### config.mk
export PLATFORM = sky130hd
export DESIGN_NAME = usb_crc16_rx
export DESIGN_NICKNAME = d
export VERILOG_FILES = /design/src/rtl/usb_crc_pkg.sv /design/src/rtl/usb_crc16_core.sv /design/src/rtl/usb_crc16_rx.sv
export SDC_FILE = /design/constraint.sdc
export NUM_CORES = 1
export LEC_CHECK = 0
export CORE_MARGIN = 1
export CORE_UTILIZATION = 45
export DETAILED_ROUTE_END_ITERATION = 10
export GPL_ROUTABILITY_DRIVEN = 0
export HOLD_SLACK_MARGIN = 0.06
export PLACE_DENSITY = 0.69
export SLEW_MARGIN = 20
export SYNTH_ARGS = -nofsm -noshare
export SYNTH_HDL_FRONTEND = slang
export SYNTH_HIERARCHICAL = 1
export SYNTH_SLANG_ARGS = --single-unit
### constraint.sdc
create_clock -name clk -period 2.9 [get_ports clk]
set_input_delay 0.29 -clock clk [delete_from_list [all_inputs] [get_ports clk]]
set_output_delay 0.29 -clock clk [all_outputs]
set_load 0.01 [all_outputs]
### src/rtl/usb_crc_pkg.sv
// Shared constants, FSM encoding and serial CRC step for the USB CRC16 paths.
package usb_crc_pkg;

   localparam logic [15:0] CRC16_POLY     = 16'h8005;
   localparam logic [15:0] CRC16_PRESET   = 16'hFFFF;
   localparam logic [15:0] CRC16_RESIDUAL = 16'h800D;

   typedef enum logic [1:0] {
      IDLE = 2'd0,
      RUN  = 2'd1,
      DONE = 2'd2
   } state_t;

   function automatic logic [15:0] crc16_step(input logic [15:0] crc, input logic di);
      logic fb;
      fb = di ^ crc[15];
      return {crc[14:0], 1'b0} ^ (fb ? CRC16_POLY : 16'h0000);
   endfunction

endpackage

### src/rtl/usb_crc16_core.sv
// Serial USB CRC16 register: optional preset, then one bit per enabled cycle.
module usb_crc16_core
   import usb_crc_pkg::*;
(
   input  logic        clk,
   input  logic        reset,
   input  logic        init,
   input  logic        en,
   input  logic        di,
   output logic [15:0] crc,
   output logic [15:0] crc_next
);

   logic [15:0] base;

   // Preset takes effect before a same-cycle bit so that bit becomes bit 0.
   always_comb begin
      base     = init ? CRC16_PRESET : crc;
      crc_next = en ? crc16_step(base, di) : base;
   end

   always_ff @(posedge clk) begin
      if (reset) begin
         crc <= CRC16_PRESET;
      end else begin
         crc <= crc_next;
      end
   end

endmodule

### src/rtl/usb_crc16_rx.sv
// USB data-field receiver: CRC16 check, byte deserializer and 2-byte hold
// buffer that strips the trailing CRC bytes before they reach the payload FIFO.
module usb_crc16_rx
   import usb_crc_pkg::*;
#(
   parameter int MAX_BYTES = 1026
) (
   input  logic        clk,
   input  logic        reset,
   input  logic        pkt_start,
   input  logic        crc16_di,
   input  logic        crc16_en,
   input  logic        pkt_end,
   output logic [15:0] crc16_o,
   output logic [7:0]  rx_data,
   output logic        rx_valid,
   output logic        rx_busy,
   output logic        chk_done,
   output logic        chk_ok,
   output logic        err_crc,
   output logic        err_align,
   output logic        err_short,
   output logic        err_long
);

   localparam int CNT_W = $clog2(MAX_BYTES + 1);
   localparam logic [CNT_W-1:0] BYTE_MAX = CNT_W'(MAX_BYTES);
   localparam logic [CNT_W-1:0] BYTE_SAT = CNT_W'(MAX_BYTES + 1);

   function automatic logic [CNT_W-1:0] sat_inc(input logic [CNT_W-1:0] v);
      return (v == BYTE_SAT) ? v : v + CNT_W'(1);
   endfunction

   state_t           state, state_nx;
   logic             accept, byte_done, emit, check;
   logic [15:0]      crc_nx;
   logic [2:0]       bit_cnt, bit_base, bit_nx;
   logic [CNT_W-1:0] byte_cnt, byte_base, byte_nx;
   logic [1:0]       fill, fill_base, fill_nx;
   logic [7:0]       shreg, shreg_nx;
   logic [7:0]       hold0, hold0_nx, hold1, hold1_nx;
   logic             f_crc, f_align, f_short, f_long;

   // A bit is taken in RUN, or in any state when it coincides with pkt_start.
   assign accept = crc16_en && (pkt_start || (state == RUN));
   assign check  = pkt_end && (state == RUN) && !pkt_start;

   usb_crc16_core u_core (
      .clk      (clk),
      .reset    (reset),
      .init     (pkt_start),
      .en       (accept),
      .di       (crc16_di),
      .crc      (crc16_o),
      .crc_next (crc_nx)
   );

   always_comb begin
      state_nx = state;
      case (state)
         IDLE:    if (pkt_start) state_nx = RUN;
         RUN:     if (!pkt_start && pkt_end) state_nx = DONE;
         DONE:    state_nx = pkt_start ? RUN : IDLE;
         default: state_nx = IDLE;
      endcase
   end

   // Counters restart from zero on pkt_start before the same-cycle bit lands.
   always_comb begin
      bit_base  = pkt_start ? 3'd0 : bit_cnt;
      byte_base = pkt_start ? '0 : byte_cnt;
      fill_base = pkt_start ? 2'd0 : fill;

      shreg_nx = shreg;
      if (accept) shreg_nx[bit_base] = crc16_di;

      byte_done = accept && (bit_base == 3'd7);
      bit_nx    = accept ? bit_base + 3'd1 : bit_base;
      byte_nx   = byte_done ? sat_inc(byte_base) : byte_base;

      emit     = byte_done && (fill_base == 2'd2);
      fill_nx  = fill_base;
      hold0_nx = hold0;
      hold1_nx = hold1;
      if (byte_done) begin
         case (fill_base)
            2'd0: begin
               hold0_nx = shreg_nx;
               fill_nx  = 2'd1;
            end
            2'd1: begin
               hold1_nx = shreg_nx;
               fill_nx  = 2'd2;
            end
            default: begin
               hold0_nx = hold1;
               hold1_nx = shreg_nx;
            end
         endcase
      end

      f_crc   = (crc_nx != CRC16_RESIDUAL);
      f_align = (bit_nx != 3'd0);
      f_short = (byte_nx < CNT_W'(2));
      f_long  = (byte_nx > BYTE_MAX);
   end

   // Data path: shift and hold registers need no reset, contents are
   // always written before they are observed.
   always_ff @(posedge clk) begin
      shreg <= shreg_nx;
      hold0 <= hold0_nx;
      hold1 <= hold1_nx;
   end

   // Control and registered outputs
   always_ff @(posedge clk) begin
      if (reset) begin
         state     <= IDLE;
         bit_cnt   <= 3'd0;
         byte_cnt  <= '0;
         fill      <= 2'd0;
         rx_data   <= 8'd0;
         rx_valid  <= 1'b0;
         chk_done  <= 1'b0;
         chk_ok    <= 1'b0;
         err_crc   <= 1'b0;
         err_align <= 1'b0;
         err_short <= 1'b0;
         err_long  <= 1'b0;
      end else begin
         state    <= state_nx;
         bit_cnt  <= bit_nx;
         byte_cnt <= byte_nx;
         fill     <= fill_nx;
         rx_valid <= emit;
         if (emit) rx_data <= hold0;
         chk_done <= check;
         if (check) begin
            err_crc   <= f_crc;
            err_align <= f_align;
            err_short <= f_short;
            err_long  <= f_long;
            chk_ok    <= !(f_crc || f_align || f_short || f_long);
         end
      end
   end

   assign rx_busy = (state == RUN);

endmodule

---- After elaboration in Yosys (flattened, before gate mapping) ----
Cells that the tools add are included.
operators by class
  $add $sub $neg .......................... 2
  $mul .................................... 0
  divide/modulo/power cells ............... 0
  magnitude comparators ................... 4
  equality and inequality tests ........... 9
  shift-type cells ........................ 0
  multiplexer cells ....................... 20
  bitwise gates (word level) .............. 4
  reductions and logical operators ........ 19
operators by type and width
  kind                                                                    count
  16-bit 2-to-1 mux                                                       3
  11-bit 2-to-1 mux                                                       3
  16-bit != test (second input constant)                                  1
  8-bit one-hot mux with 2 select lines                                   1
  16-bit XOR                                                              1
  11-bit by 1-bit adder with 11-bit output (second input constant)        1
  11-bit equality test (second input constant)                            1
  11-bit > comparator (second input constant)                             1
  11-bit by 2-bit < comparator with 1-bit output (second input constant)  1
  8-bit bitwise mux                                                       1
  2-bit 2-to-1 mux                                                        4
  8-bit 2-to-1 mux                                                        1
  1-bit logical AND                                                       7
  3-bit 2-to-1 mux                                                        2
  2-bit one-hot mux with 3 select lines                                   1
  2-bit AND reduction                                                     3
  2-bit by 1-bit equality test with 1-bit output (second input constant)  2
  2-bit equality test (second input constant)                             2
  2-bit logical NOT                                                       2
  1-bit logical OR                                                        4
  3-bit by 4-bit < comparator with 1-bit output (second input constant)   1
  2-bit one-hot mux with 2 select lines                                   1
  3-bit by 1-bit adder with 3-bit output (second input constant)          1
  1-bit demux with 3-bit select                                           1
  9 further kinds                                                         12
word-level totals
  register bits after elaboration ......... 73
  latch bits .............................. 0
  bits in writable memories ............... 0
  ROM bits ................................ 0
  logic and storage cells ................. 74
  memories kept ........................... 0

---- Longest topological paths before layout ----
Gate-level depths: netlist of run 1.
  word-level depth ........................ 10
  depth in mapped cells ................... 13
  depth with buffers taken out ............ 11

---- Cells and area by module ----
The synthesis of run 1 kept the hierarchy.
modules (own cells, without submodules)
  module          instances  cells an instance  area each (um^2)  sequential area each (um^2)
  usb_crc16_rx    1          272                2653.8            1301.2
  usb_crc16_core  1          84                 787.0             320.3

---- Least setup slack after synthesis of run 1 ----
Ideal clock, no wire load.
  kind .................................... reg2reg
  from .................................... reg state[0]
  to ...................................... reg chk_ok
  data arrival time ....................... 2.917 ns
  data required time ...................... 2.813 ns
  slack ................................... -0.104 ns
  cell stages (with the launch flop) ...... 12
  buffers on the path ..................... 3
  cells stage by stage .................... dfxtp_1 nor2b_1 buf_2 o21ai_1 clkinv_1 buf_4 buf_2 a211o_1 or4_1 nor4_1 nand3b_1 o31ai_1
between the ends
  longest elaborated chain between the ends .. 9
  elaborated cells on any way between the ends .. 17
RTL lines
  what                                            RTL line              RTL
  start, declared                                 usb_crc16_rx.sv:34    state_t state, state_nx;
  start signal, assigned                          usb_crc16_rx.sv:132   state <= state_nx;
  2-bit by 1-bit equality test with 1-bit output  n/a
  named net rx_busy                               usb_crc16_rx.sv:17    output logic rx_busy,
  1-bit logical OR                                usb_crc16_rx.sv:45    assign accept = crc16_en && (pkt_start || (state == RUN));
  1-bit logical AND                               usb_crc16_rx.sv:45
  named net accept                                usb_crc16_rx.sv:35    logic accept, byte_done, emit, check;
  16-bit 2-to-1 mux                               usb_crc16_core.sv:19  crc_next = en ? crc16_step(base, di) : base;
  named net crc_nx[7]                             usb_crc16_rx.sv:36    logic [15:0] crc_nx;
  16-bit != test                                  usb_crc16_rx.sv:102   f_crc = (crc_nx != CRC16_RESIDUAL);
  1-bit logical OR (3 in series)                  usb_crc16_rx.sv:144   chk_ok <= !(f_crc || f_align || f_short || f_long);
  1-bit logical NOT                               usb_crc16_rx.sv:144
  end signal, assigned                            usb_crc16_rx.sv:144
  end, declared                                   usb_crc16_rx.sv:19    output logic chk_ok,
The timed path passes the listed nets, and every way through them passes these cells.
A chain may end at the register's enable or synchronous reset.

---- Worst setup path in the final report of run 1 ----
  from .................................... in pkt_start
  to ...................................... reg chk_ok
between the ends
  longest elaborated chain between the ends .. 10
  elaborated cells on any way between the ends .. 27
RTL lines
  what                                                                               RTL line            RTL
  start, declared                                                                    usb_crc16_rx.sv:10  input logic pkt_start,
  branches (longest 10 deep; another with 11-bit by 1-bit adder with 11-bit output)  n/a
Parallel ways; which one is timed is not known.

==> metrics.md, run 1 <==
| Metric | Value |
|---|---|
| Worst Path Arrival | `2.96 ns` |
| Net total in the final layout | `436` |
| Setup violators final | `0` |
| Achievable Freq | `371.4 MHz` |
| DIE HEIGHT | `89.44 um` |
| Area of placed instances | `4124 um2` |
| Vias/cell | `5.300` |
| Vias | `2,793` |
| Vias in the first global route | `2,598` |
| Post-Place Worst Slack | `-0.1562 ns` |
| Antenna Diode Count | `0` |
| Reg2reg setup slack | `0.21 ns` |
| Crit path time final | `2.692 ns` |
| Global-route usage over all layers | `19.89%` |
| DRC viols | `0` |
| Multi-input logic area | `1719 um2` |
| Total power | `0.002169 W` |
| Max-Cap Viols | `0` |
| Clk_lat worst skew | `0.35 ns` |
| #FFs+latches synth | `73` |
| EDFF count, synth | `16` |
| Initial antenna violation count | `0` |
| RSZ-0062 raised after global routing | `false` |
| Synth area leaders | `dfxtp_1 (33%), edfxtp_1 (14%), mux2_2 (5.2%)` |
| Post-Syn Area per Cell | `9.665 um2` |
| Synth unique cells | `54` |
| Setup Crit Path Kind | `in -> reg` |
| Status | `completed` |
| Final setup margin | `0.2076 ns` |
| DR iter-0 viols | `98` |
| Setup Buffers After CTS | `0` |
| Fill cells | `613` |
| Register area share after synthesis | `47.13%` |
| Top FF cell, synth | `dfxtp_1` |
| FF+latch area | `1622 um2` |
| Max Transition Viols Final | `0` |
| Cell count after synthesis | `356` |
| Share of cells above drive strength 1 | `18.69%` |
| Cell Area, Synth | `3441 um2` |
| Total grt overflow | `0` |
| Share of the synthesized area in the top cell type | `33.16%` |
| LEAKAGE | `1.641 nW` |
| Final cycle utilization of the critical path | `92.84%` |
| CTS tree | `done` |
| Worst Clk Skew | `0.007707 ns` |
| TNS Setup | `0 ns` |
| Reg clk slew, reported paths | `0.08 ns` |
| CTS root buf | `clkbuf_8` |
| Rows | `31` |
| Detailed Place HPWL | `5127 um` |
| Die Span X | `89.44 um` |
| Number of failing hold endpoints at the final stage | `0` |
| Average wire per cell in the routed design | `13.92 um` |
| Port Buffers | `37` |
| Cell taking the most area after synthesis | `dfxtp_1` |
| Worst vdd ir | `0.2427 mV` |
| Relative max-transition margin | `69.16%` |
| Synth Net Count | `369` |
| Core area | `7331 um2` |
| Wirelength, routed | `7336 um` |
| 1st-pass router iterations | `4` |
| Ys async rst share | `0%` |
| Post-route ant nets | `0` |
| Post-route cell area | `4377 um2` |
| Synth warnings | `6` |
| Hold/Removal Path Class | `reg -> reg` |
| Clock tree buffer depth | `2` |
| H-tree depth | `3` |
| First-pass GRT wire length | `11,890 um` |
| CP endpoint kind | `flop` |
| Ports | `38` |
| Starting density of the core | `46.94%` |
| Area Growth Syn to Fin | `27.20%` |
| Total clock buffers created by CTS | `9` |
| CTS Sinks | `73` |
| Setup crit start kind | `input port` |
| CP max FO | `5` |
| Cell Pwr Density | `495.6 nW/um2` |
| Worst Path Required | `3.17 ns` |
| Die area | `8000 um2` |
| Slew at the pin with the worst max-slew slack | `0.4566 ns` |
| Pin count of the biggest net entering global routing | `30` |
[cells in the final DEF, fill, tap and decap left out, types with 3 or more instances in the layout]
cell,n
o21ai_0,6
a31oi_1,3
mux2i_1,3
nor2_1,31
a21oi_1,16
nor4_1,6
nand4b_1,4
dfxtp_1,57
or2_1,11
o21a_1,3
edfxtp_1,16
nand3_1,19
or2_2,4
ha_1,7
mux2_2,16
nand3b_1,3
inv_1,4
a211o_1,14
nor2b_1,27
nor3_1,3
clkbuf_8,10
buf_4,37
nand2_1,36
clkdlybuf4s50_1,37
xnor2_1,11
[power breakdown]
| part | total [W] | switching (W) | internal, W |
|---|---|---|---|
| combinational | 0.000183 | 0.0000903 | 0.0000922 |
| sequential | 0.00107 | 0.0000142 | 0.00106 |
| clock | 0.000913 | 0.000402 | 0.000511 |
[stage by stage]
stage / cells / hold WS, ns / util (%)
after floorplan: 356 / 0.3898 / -
after global placement: 511 / 0.4459 / 56.26
after detailed placement: 511 / 0.4520 / 56.26
after CTS: 527 / 0.4637 / 59.36
after global routing: 527 / 0.4749 / 59.70
final: 527 / 0.4594 / 59.70
[logic make-up (layout without fill, tap and decap cells)]
| family | Yosys count | in the layout | share of synthesized area (%) |
|---|---|---|---|
| and+or+nand+nor | 163 | 163 | 25.42 |
| buffers and inverters | 24 | 96 | 3.272 |
| xor gates and xnor gates | 12 | 12 | 3.055 |
| DFF | 73 | 73 | 47.13 |
| muxes | 19 | 19 | 6.109 |
| AOI/OAI and AO/OA | 58 | 58 | 12.47 |
| adders and majority gates | 7 | 7 | 2.545 |
[worst paths after layout]
kind,cells after the start,from,endpoint
max,12,pkt_start,chk_ok$_SDFFE_PP0P_
min,2,rx_data[0]$_SDFFE_PP0P_,rx_data[0]$_SDFFE_PP0P_
max reg2reg,10,state[0]$_SDFFE_PP0P_,chk_ok$_SDFFE_PP0P_
min reg2reg,2,rx_data[0]$_SDFFE_PP0P_,rx_data[0]$_SDFFE_PP0P_
[layer usage]
metal	track usage [%]	vias to the layer above	routed length [um]
met5	0	-	0
met4	9.812	0	120
met3	4.432	15	306
met2	32.55	54	3496
met1	24.81	1323	3413
li1	-	1401	-
[cell type report]
| type | instances | share of cell area [%] |
|---|---|---|
| clock buffers | 10 | 3.145 |
| clock inverters | 6 | 2.058 |
| inverters | 6 | 0.8290 |
| multi-input cells | 259 | 39.28 |
| flip-flops and latches | 73 | 37.05 |
| well taps | 99 | 2.830 |
| repair buffers | 74 | 14.81 |
[registers in the layout, summed over array words and instances (netlist names), 2 cells and up]
name and flops:
bit_cnt 3, state 2, hold1 8, fill 2, byte_cnt 11, rx_data 8
hold0 8, shreg 8, u_core/crc 16
[worst max-delay path, stage by stage]
cell             delay (ns)
clkdlybuf4s50_1        0.50
clkinv_1               0.09
nand2_1                0.07
inv_1                  0.08
ha_1                   0.15
ha_1                   0.15
nand4b_1               0.24
nor3_1                 0.30
xnor2_1                0.17
o21ai_0                0.21
o41a_1                 0.46
o31ai_1                0.25
[what timing repair did]
action	in CTS	in global routing
hold buffers	0	0
hold endpoints to repair	0	0
resized for setup	0	3
endpoints found under the setup margin	0	1
[Yosys cell counts (2+ instances only)]
library cell  count
nor4b_1           2
clkinv_1          2
nor3_1            3
dfxtp_1          57
buf_2             6
nand2_1          36
nand2b_1          2
a21oi_1          16
o21a_1            3
clkbuf_1          8
ha_1              7
nand4_1           2
o41ai_1           2
buf_4             2
a211o_1          14
o32a_1            2
nand3_1          19
mux2_2           16
edfxtp_1         16
o21ai_0           6
o22a_1            2
nand4b_1          4
mux2i_1           3
xnor2_1          11
nor2_1           31
nor2b_1          27
or2_1            11
and4_1            2
a22o_1            2
or3_1             2
nor4_1            7
or2_2             4
a31oi_1           3
inv_1             4
nand3b_1          3
Note: power is estimated with default switching activity, not from simulation.
==> run 2: changes to the inputs <==
--- a/config.mk
+++ b/config.mk
@@ -5,12 +5,14 @@
 export SDC_FILE = /design/constraint.sdc
 export NUM_CORES = 1
 export LEC_CHECK = 0
+export ABC_AREA = 1
+export CAP_MARGIN = 25
 export CORE_MARGIN = 1
 export CORE_UTILIZATION = 45
 export DETAILED_ROUTE_END_ITERATION = 10
 export GPL_ROUTABILITY_DRIVEN = 0
 export HOLD_SLACK_MARGIN = 0.06
-export PLACE_DENSITY = 0.69
+export PLACE_DENSITY = 0.68
 export SLEW_MARGIN = 20
 export SYNTH_ARGS = -nofsm -noshare
 export SYNTH_HDL_FRONTEND = slang
==> run 2 against run 1 <==
Compared with the run above:
- first-iteration DRC count up 51%
- clock skew up 0.00069 ns
- non-clock buffer count down 27
- sequential cell count unchanged
- sequential power about the same
- core utilization down 2.5 points
- combinational power up 4%
- setup slack better by 0.26 ns
==> metrics.md, run 2 <==
| Metric | Value |
|---|---|
| Top FF cell, synth | `dfxtp_1` |
| Rows | `31` |
| Initial antenna violation count | `0` |
| Vias in the first global route | `2,715` |
| Net total in the final layout | `509` |
| Cell taking the most area after synthesis | `dfxtp_1` |
| EDFF count, synth | `16` |
| Worst Path Arrival | `2.66 ns` |
| Share of the synthesized area in the top cell type | `32.21%` |
| CTS root buf | `clkbuf_8` |
| DRC viols | `0` |
| Die area | `8230 um2` |
| Synth Net Count | `466` |
| Flop pwr share | `48.5%` |
| Post-Syn Area per Cell | `7.819 um2` |
| Synth warnings | `6` |
| Clock tree buffer depth | `2` |
| H-tree depth | `3` |
| Vias | `2,994` |
| Synth area leaders | `dfxtp_1 (32%), edfxtp_1 (14%), nand2_1 (11%)` |
| CTS tree | `done` |
| Port Buffers | `37` |
| Total grt overflow | `0` |
| Max-Cap Viols | `0` |
| Cell Pwr Density | `531.3 nW/um2` |
| Worst Path Required | `3.13 ns` |
| CTS Sinks | `73` |
| 1st-pass router iterations | `4` |
| Cell Area, Synth | `3542 um2` |
| Final cycle utilization of the critical path | `83.83%` |
| Core area | `7447 um2` |
| CP max FO | `14` |
| Ports | `38` |
| DIE HEIGHT | `90.72 um` |
| Fin Hold WS | `0.4653 ns` |
| Number of failing hold endpoints at the final stage | `0` |
| Ys async rst share | `0%` |
| Worst Clk Skew | `0.008392 ns` |
| Slew at the pin with the worst max-slew slack | `0.5086 ns` |
| Switching Power | `0.0005321 W` |
| Status | `completed` |
| Hold/Removal Path Class | `reg -> reg` |
| Register area share after synthesis | `45.78%` |
| Total clock buffers created by CTS | `9` |
| Area of placed instances | `4020 um2` |
| Reg clk slew, reported paths | `0.08 ns` |
| Crit path time final | `2.431 ns` |
| Setup crit start kind | `input port` |
| Setup Crit Path Kind | `in -> reg` |
| First-pass GRT wire length | `12,740 um` |
| DR iter-0 viols | `148` |
| Worst path most repeated cell | `nand2_1` |
| Achievable Freq | `411.3 MHz` |
| Wirelength, routed | `7567 um` |
| Post-route ant nets | `0` |
| Clk_lat worst skew | `0.35 ns` |
| Commonest non-fill, non-tap cell in the layout | `nand2_1` |
| Antenna Diode Count | `0` |
| Top reg by flops | `u_core/crc` |
| List of most frequent post-synthesis cells | `nand2_1 (103), inv_1 (59), dfxtp_1 (57)` |
| Worst vdd ir | `0.3011 mV` |
| RSZ-0062 raised after global routing | `false` |
| Setup Buffers After CTS | `0` |
| Die Span X | `90.72 um` |
| Clock share of power | `43.1%` |
| CP endpoint kind | `flop` |
| Sw Ratio | `23.50%` |
| #FFs+latches synth | `73` |
| Regs by FF count | `u_core/crc (16), byte_cnt (11)` |
| Average wire per cell in the routed design | `12.61 um` |
| Most frequent cells in the layout | `nand2_1 (103), inv_1 (59), dfxtp_1 (57)` |
| Ordered list of cells on the worst path | `clkdlybuf4s50_1 -> inv_2 -> nand2_1 -> inv_2 -> ha_1 -> ha_1 -> nand3_4 -> clkinv_2 -> nand2_2 -> nand2_1 -> nand2_1 -> nand2_1 -> nor2_1 -> nand3_1 -> nand2_1 -> inv_1 -> nand2_1 -> a21oi_2` |
| Share of cells above drive strength 1 | `12.97%` |
| Crit-path slowest cell | `clkdlybuf4s50_1` |
| Internal power | `0.001732 W` |
| Most common cell in the netlist | `nand2_1` |
| Detailed Place HPWL | `5416 um` |
| Combinational fraction of design power | `8.4%` |
| Setup violators final | `0` |
| Max Transition Viols Final | `0` |
| Area Growth Syn to Fin | `20.31%` |
| Pin count of the biggest net entering global routing | `28` |
| Vias/cell | `4.990` |
| Global-route usage over all layers | `19.39%` |
| Post-route cell area | `4262 um2` |
| CP max stage delay | `0.52 ns` |
| Starting density of the core | `47.56%` |
| Cell count after synthesis | `453` |
| TNS Setup | `0 ns` |
| Hold buffers post-CTS | `0` |
| Cts repair resizes | `0` |
| Number of flip-flops in the largest register | `16` |
| LEAKAGE | `1.745 nW` |
| Synth unique cells | `38` |
| Relative max-transition margin | `66.06%` |
run 2: changes by cell type in the layout (fill, tap and decap cells not counted), moves of 14 or more:
cell     delta
buf_4      -28
nand2_1    +67
nor2b_1    -27
a211o_1    -14
nor2_1     +19
inv_1      +55
run 2: metrics by stage:
step                utilization, %  setup slack [ns]  total power [W]  instances
floorplan                        -            0.5625         0.001248        453
CTS                          57.22            0.4925         0.002280        600
global route                 57.22            0.2613         0.002346        600
finish                       57.22            0.4689         0.002264        600
global placement             53.98            0.1580         0.001303        584
detailed placement           53.98            0.1268         0.001308        584
run 2: power groups by stage:
stage / clock (W) / sequential, W / combinational [W]
floorplan: 0 / 0.00112 / 0.000128
global placement: 0 / 0.00112 / 0.000183
detailed placement: 0 / 0.00112 / 0.000186
CTS: 0.000992 / 0.00110 / 0.000189
global route: 0.00103 / 0.00110 / 0.000211
finish: 0.000975 / 0.00110 / 0.000190
run 2: worst max-delay path, delay by kind of cell:
kind | cells | cell delay [ns]
buf+inv | 5 | 0.94
fa+ha+maj | 2 | 0.41
compound gates | 1 | 0.04
simple gates | 10 | 0.98
run 2: layout make-up:
class	count	area [um2]
clock buffer	10	127.6
clock inverter	6	113.9
fill	689	3186
inverter	67	255.2
multi-input combinational	298	1562
sequential	73	1622
tap	99	123.9
timing repair buffer	47	457.9
run 2: final timing paths:
kind	from	endpoint	slack (ns)	cells after the start
max	pkt_start	chk_ok$_SDFFE_PP0P_	0.47	18
min	rx_data[2]$_SDFFE_PP0P_	rx_data[2]$_SDFFE_PP0P_	0.47	2
max reg2reg	bit_cnt[0]$_SDFF_PP0_	chk_ok$_SDFFE_PP0P_	0.62	16
min reg2reg	rx_data[2]$_SDFFE_PP0P_	rx_data[2]$_SDFFE_PP0P_	0.47	2
run 2: routing by layer:
metal,global-route usage [%],share of wire (%),vias up
li1,-,-,1542
met1,25.13,46,1359
met2,30.74,47,84
met3,5.303,5.9,9
met4,7.124,1.1,0
met5,0,0,-
run 2: cell families (layout without fill, tap and decap cells):
logic type,count (synthesis),after routing,synth area share [%]
and+or+nand+nor,216,216,27.98
adders and majority gates,7,7,2.473
xor gates and xnor gates,3,3,0.9539
muxes,8,8,2.543
DFF,73,73,45.78
buffers and inverters,82,130,10.14
AOI/OAI and AO/OA,64,64,10.14
